`src/rtl/frame_sched_pkg.sv`:
```
// Shared types and constants for the frame scheduler and its round-robin arbiter.
package frame_sched_pkg;

  typedef enum logic [1:0] {
    ST_TRAIN = 2'd0,
    ST_IDLE  = 2'd1,
    ST_BUSY  = 2'd2
  } state_e;

  localparam int FRAME_W = 27;
  localparam int WORD_W  = 9;

  localparam logic [7:0] COMMA = 8'h3C;
  localparam logic       KCODE = 1'b1;

  // Three data words 0_A5, 0_5A, 0_A5 with word 0 in the low bits.
  localparam logic [FRAME_W-1:0] TRAIN_PATTERN = 27'h294B4A5;

endpackage

```
`src/rtl/frame_scheduler_rr_arbiter.sv`:
```
// Combinational round-robin pick: first valid channel at or above ptr, wrapping.
module rr_arbiter #(
  parameter  int NUM_CH = 4,
  localparam int CH_W   = $clog2(NUM_CH)
) (
  input  logic [NUM_CH-1:0] valid,
  input  logic [CH_W-1:0]   ptr,
  output logic              any,
  output logic [CH_W-1:0]   winner,
  output logic [NUM_CH-1:0] onehot
);

  logic [CH_W-1:0] idx;

  always_comb begin
    any    = 1'b0;
    winner = '0;
    onehot = '0;
    idx    = '0;
    for (int i = 0; i < NUM_CH; i++) begin
      idx = CH_W'((int'(ptr) + i) % NUM_CH);
      if (!any && valid[idx]) begin
        any         = 1'b1;
        winner      = idx;
        onehot[idx] = 1'b1;
      end
    end
  end

endmodule

```
`src/rtl/frame_scheduler.sv`:
```
// Round-robin frame scheduler feeding the serializer's start/data inputs.
// Optional link training after reset is built with FRAME_SCHED_TRAIN_EN.
module frame_scheduler
  import frame_sched_pkg::*;
#(
  parameter  int NUM_CH       = 4,
  parameter  int FRAME_CYCLES = 40,
  parameter  int TRAIN_FRAMES = 8,
  localparam int CH_W         = $clog2(NUM_CH)
) (
  input  logic                      clk_i,
  input  logic                      rst_i,
  input  logic [NUM_CH-1:0]         req_valid_i,
  input  logic [NUM_CH*FRAME_W-1:0] req_data_i,
  output logic [NUM_CH-1:0]         req_ready_o,
  output logic                      start_o,
  output logic [FRAME_W-1:0]        data_o,
  output logic [CH_W-1:0]           grant_ch_o,
  output logic                      busy_o,
  output logic                      link_ready_o
);

  localparam int CNT_W = $clog2(FRAME_CYCLES);
  localparam logic [CNT_W-1:0] CNT_LAST = CNT_W'(FRAME_CYCLES - 1);

  if (NUM_CH < 2 || NUM_CH > 8 || FRAME_CYCLES < 4 || TRAIN_FRAMES < 1) begin : g_cfg_err
    $error("frame_scheduler: unsupported parameter set");
  end

`ifdef FRAME_SCHED_TRAIN_EN
  localparam state_e RESET_ST = ST_TRAIN;
  localparam int     TR_W     = $clog2(TRAIN_FRAMES + 1);
  localparam logic [TR_W-1:0] TR_LAST = TR_W'(TRAIN_FRAMES - 1);
  logic            tr_busy_q, tr_busy_d;
  logic [TR_W-1:0] tr_cnt_q, tr_cnt_d;
`else
  localparam state_e RESET_ST = ST_IDLE;
`endif

  state_e                            state_q, state_d;
  logic [CNT_W-1:0]                  cnt_q, cnt_d;
  logic [CH_W-1:0]                   ptr_q, ptr_d;
  logic [CH_W-1:0]                   grant_q, grant_d;
  logic [FRAME_W-1:0]                data_q, data_d;
  logic                              start_q, start_d;
  logic [NUM_CH-1:0][FRAME_W-1:0]    req_data;
  logic                              arb_any;
  logic [CH_W-1:0]                   arb_win;
  logic [NUM_CH-1:0]                 arb_oh;
  logic                              accept;

  assign req_data = req_data_i;

  rr_arbiter #(.NUM_CH(NUM_CH)) u_arb (
    .valid  (req_valid_i),
    .ptr    (ptr_q),
    .any    (arb_any),
    .winner (arb_win),
    .onehot (arb_oh)
  );

  // Nothing is offered a handshake while reset is held.
  assign accept       = (state_q == ST_IDLE) && !rst_i;
  assign link_ready_o = accept;
  assign req_ready_o  = accept ? arb_oh : '0;
  assign start_o      = start_q;
  assign data_o       = data_q;
  assign grant_ch_o   = grant_q;

`ifdef FRAME_SCHED_TRAIN_EN
  assign busy_o = (state_q == ST_BUSY) || (state_q == ST_TRAIN && tr_busy_q);
`else
  assign busy_o = (state_q == ST_BUSY);
`endif

  always_comb begin
    state_d = state_q;
    cnt_d   = cnt_q;
    ptr_d   = ptr_q;
    grant_d = grant_q;
    data_d  = data_q;
    start_d = 1'b0;
`ifdef FRAME_SCHED_TRAIN_EN
    tr_busy_d = tr_busy_q;
    tr_cnt_d  = tr_cnt_q;
`endif
    case (state_q)
`ifdef FRAME_SCHED_TRAIN_EN
      // Each training slot mirrors IDLE->BUSY: one issue cycle, then the frame.
      ST_TRAIN: begin
        if (!tr_busy_q) begin
          start_d   = 1'b1;
          data_d    = TRAIN_PATTERN;
          cnt_d     = '0;
          tr_busy_d = 1'b1;
        end else begin
          cnt_d = cnt_q + 1'b1;
          if (cnt_q == CNT_LAST) begin
            tr_busy_d = 1'b0;
            cnt_d     = '0;
            if (tr_cnt_q == TR_LAST) state_d = ST_IDLE;
            else                     tr_cnt_d = tr_cnt_q + 1'b1;
          end
        end
      end
`endif
      ST_IDLE: begin
        if (arb_any) begin
          data_d  = req_data[arb_win];
          grant_d = arb_win;
          ptr_d   = (arb_win == CH_W'(NUM_CH - 1)) ? '0 : arb_win + 1'b1;
          start_d = 1'b1;
          cnt_d   = '0;
          state_d = ST_BUSY;
        end
      end
      ST_BUSY: begin
        cnt_d = cnt_q + 1'b1;
        if (cnt_q == CNT_LAST) state_d = ST_IDLE;
      end
      default: state_d = ST_IDLE;
    endcase
  end

  always_ff @(posedge clk_i) begin
    if (rst_i) begin
      state_q <= RESET_ST;
      cnt_q   <= '0;
      ptr_q   <= '0;
      grant_q <= '0;
      data_q  <= '0;
      start_q <= 1'b0;
`ifdef FRAME_SCHED_TRAIN_EN
      tr_busy_q <= 1'b0;
      tr_cnt_q  <= '0;
`endif
    end else begin
      state_q <= state_d;
      cnt_q   <= cnt_d;
      ptr_q   <= ptr_d;
      grant_q <= grant_d;
      data_q  <= data_d;
      start_q <= start_d;
`ifdef FRAME_SCHED_TRAIN_EN
      tr_busy_q <= tr_busy_d;
      tr_cnt_q  <= tr_cnt_d;
`endif
    end
  end

endmodule

```
`config.mk`:
```
export PLATFORM = sky130hd
export DESIGN_NAME = frame_scheduler
export DESIGN_NICKNAME = d
export VERILOG_FILES = /design/src/rtl/frame_sched_pkg.sv /design/src/rtl/frame_scheduler_rr_arbiter.sv /design/src/rtl/frame_scheduler.sv
export SDC_FILE = /design/constraint.sdc
export NUM_CORES = 1
export LEC_CHECK = 0
export CORE_MARGIN = 8
export CORE_UTILIZATION = 40
export DETAILED_ROUTE_END_ITERATION = 8
export DONT_BUFFER_PORTS = 1
export SLEW_MARGIN = 20
export SYNTH_ARGS = -nofsm -noshare
export SYNTH_HDL_FRONTEND = slang
export SYNTH_SLANG_ARGS = --single-unit
```
`constraint.sdc`:
```
create_clock -name clk_i -period 4.2 [get_ports clk_i]
set_input_delay 0.84 -clock clk_i [delete_from_list [all_inputs] [get_ports clk_i]]
set_output_delay 0.84 -clock clk_i [all_outputs]
set_load 0.01 [all_outputs]
```
==> flow_summary_export.csv <==
group,metric,value,unit
synthesis,post_synthesis_async_set_or_reset_flop_share,0,
detailed_routing,wl_met3,735,um
placement,setup_slack_after_placement,392.2,ps
global_routing,grt_first_pass_wirelength,13120,um
timing,fmax,255.3,MHz
clocking,clk_pin_slew_worst_paths,80,ps
timing,setup_ws,283.8,ps
synthesis,synth.cell_area,2908,um^2
clocking,cts.htree.levels,2,
clocking,cts_hold_repair.buffers,0,
timing,rsz0062_at_grt,"no",
global_routing,antenna_found_initial,0,
hold_path,hold_path.class,"reg2reg",
timing,finalCritPeriodShare,0.9324,
placement,dp_hpwl,6234,um
detailed_routing,route.detailed.vias_per_inst,5.937,
detailed_routing,route.final.wire_length,8366,um
synthesis,synth_sequential_area_ratio,0.2754,
clocking,clock-root-buffer,"sky130_fd_sc_hd__clkbuf_8",
run,max_cap_viols,0,
timing,report.final.hold_viol_count,0,
clocking,cts_buffer_depth,2,
status,status,"completed",
timing,worst_hold_slack,492.9,ps
die,floorplan.io_pins,150,
timing,fin_tns_setup,0,ps
clocking,worstSkewPairLatency,290,ps
final_layout,insertedDiodeCount,0,
critical_path,worstPathRequired,3360,ps
timing,finalClockSkew,7.052,ps
pwr,power.leakage,1.228,nW
final_layout,area_delta_synth_final,4.690,%
synthesis,synth_area_leaders,"sky130_fd_sc_hd__dfxtp_1 28%, sky130_fd_sc_hd__mux2i_1 14%, sky130_fd_sc_hd__mux4_2 9.3%",
detailed_routing,wl_per_cell,20.40,um
detailed_routing,route.vias.total,2434,
clocking,post_cts_resized,0,
die,rows,31,
clocking,tritoncts,"built",
die,core_area,7137,um^2
die,die_height,101.3,um
timing,worst_pin_slew,867.4,ps
timing,finalSetupViolations,0,
critical_path,critical_path.max_fanout,10,
global_routing,overflow,0,
global_routing,number_of_global_route_vias_before_repair,2535,
synthesis,synth.top_cell.area_share,0.2754,
detailed_routing,met1_routed_length,3427,um
clocking,cts_buffers,5,
synthesis,postSynthCellCount,319,
die,initial_core_utilization,0.4074,
critical_path,crit_path_cell_trace,"inv_1, ha_1, mux4_2, nor3_2, and2_1, a221oi_1, nor2_1",
detailed_routing,drtAntennaViolNets,0,
synthesis,synth_top_cells_by_count,"44 x sky130_fd_sc_hd__nand2_1, 42 x sky130_fd_sc_hd__mux2i_1, 40 x sky130_fd_sc_hd__dfxtp_1",
placement,gpl.final_weighted_congestion,0.7420,
final_layout,post_route_cells_drive_above_1_share,0.1029,
die,floorplan.die_area,10250,um^2
synthesis,synth.distinct_cells,43,
timing,drv_slew,0,
critical_path,slowest_cell_delay_on_critical_path,660,ps
pwr,worst_ir_drop_vdd,302.0,uV
synthesis,number_of_synthesized_flops_with_an_enable_pin,0,
critical_path,timing.critical_path.slowest_stage_cell,"sky130_fd_sc_hd__mux4_2",
detailed_routing,first_iter_violations,110,
detailed_routing,drcViolationCount,0,
timing,max_slew_margin,0.4218,
placement,port_buffers,0,
synthesis,synth.largest_area_cell,"sky130_fd_sc_hd__dfxtp_1",
clocking,post-cts-setup-buffers,0,
critical_path,critical_path.endpoint_type,"primary output",
critical_path,critical_path_arrival,3080,ps
detailed_routing,dr_wl_met2,4131,um
timing,post-route-min-period,3916,ps
clocking,cts_sinks,40,
critical_path,critical_path.startpoint_type,"register",
detailed_routing,top_signal_layer_used,"met4",
final_layout,layout.nets,433,
synthesis,dominantRegCellSynth,"sky130_fd_sc_hd__dfxtp_1",
global_routing,grt_max_degree,41,
global_routing,global_route.usage.total,0.1599,
synthesis,mappedNetlistNets,442,
synthesis,synth-seq-cells,40,
pwr,power.total,2.256,mW
pwr,pwr_density_cell,741.0,nW/um^2
detailed_routing,firstDrtPassIters,5,
synthesis,postSynthAreaPerCell,9.115,um^2
synthesis,yosys_warnings,0,
final_layout,finish.utilization,0.4265,
die,die_width,101.3,um
synthesis,synth_most_common_cell,"sky130_fd_sc_hd__nand2_1",
critical_path,crit_path_class,"reg2out",
## routing by layer
layer,up-vias,GRT usage
met4,0,0.04009
met3,7,0.05842
met5,-,0
li1,1181,-
met1,1153,0.1899
met2,93,0.2662
## placed cells by master (no fill, tap or decap), drive strengths merged, types with 2 or more instances in the layout
| master | netlist | routed |
|---|---|---|
| a211oi | 3 | 3 |
| a21oi | 15 | 15 |
| a221o | 9 | 9 |
| a221oi | 4 | 4 |
| a22o | 9 | 9 |
| a22oi | 6 | 6 |
| and2 | 11 | 11 |
| buf | 13 | 4 |
| clkbuf | 7 | 7 |
| dfxtp | 40 | 40 |
| ha | 9 | 9 |
| inv | 6 | 6 |
| mux2i | 42 | 42 |
| mux4 | 12 | 12 |
| nand2 | 44 | 44 |
| nand2b | 3 | 3 |
| nand4 | 2 | 2 |
| nor2 | 41 | 41 |
| nor2b | 2 | 2 |
| nor3 | 4 | 4 |
| o21ai | 4 | 4 |
| o221ai | 10 | 10 |
| o32ai | 9 | 9 |
| xor2 | 3 | 3 |
## report_power, final
part	leakage [nW]	total, mW	internal, mW	switching, mW
clock network	0.0645	0.349	0.210	0.140
logic	0.834	1.29	0.554	0.738
registers	0.329	0.614	0.488	0.126
total	1.23	2.26	1.25	1.00
## cell type report
| cell class | count | area, um^2 |
|---|---|---|
| Clock buffer | 7 | 96.34 |
| Clock inverter | 1 | 30.03 |
| Fill cell | 715 | 4093 |
| Inverter | 7 | 26.28 |
| Multi-Input combinational cell | 252 | 1937 |
| Sequential cell | 40 | 800.8 |
| Tap cell | 99 | 123.9 |
| Timing Repair Buffer | 4 | 30.03 |
## critical path: cells and delay by family (launching register included)
kind / cells / cell delay [ps]
multiplexers: 1 / 660
flip-flops: 1 / 570
AND/OR/NAND/NOR: 3 / 790
adder cells (fa/ha/maj): 1 / 500
AO/OA/AOI/OAI: 1 / 100
buffers and inverters: 1 / 160
## state kept, by name, indices dropped and copies added, names as in the netlist
signal      flops
cnt_q           6
state_q         2
data_o         27
start_o         1
ptr_q           2
grant_ch_o      2
## metrics by stage
stage | instance area [um^2] | std cells
2_1_floorplan | 2908 | 319
3_3_place_gp | 2918 | 402
3_5_place_dp | 2918 | 402
4_1_cts | 3044 | 410
5_1_grt | 3044 | 410
6_report | 3044 | 410
## cell families after synthesis
logic type	count (synthesis)	synth area share
simple gates	111	0.1726
fa+ha+maj	9	0.03873
compound gates	73	0.2014
buf+inv	27	0.05852
mux	55	0.2414
xor+xnor	4	0.01205
flops	40	0.2754
## final timing paths
path | start | depth (start not counted) | slack (ps) | to
max | ptr_q[1]$_SDFFE_PP0P_ | 7 | 280 | req_ready_o[0]
min | cnt_q[1]$_SDFFE_PP0P_ | 2 | 490 | cnt_q[1]$_SDFFE_PP0P_
max reg2reg | ptr_q[1]$_SDFFE_PP0P_ | 8 | 340 | data_o[3]$_SDFFE_PP0P_
min reg2reg | cnt_q[1]$_SDFFE_PP0P_ | 2 | 490 | cnt_q[1]$_SDFFE_PP0P_
(Power assumes the default switching activity.)
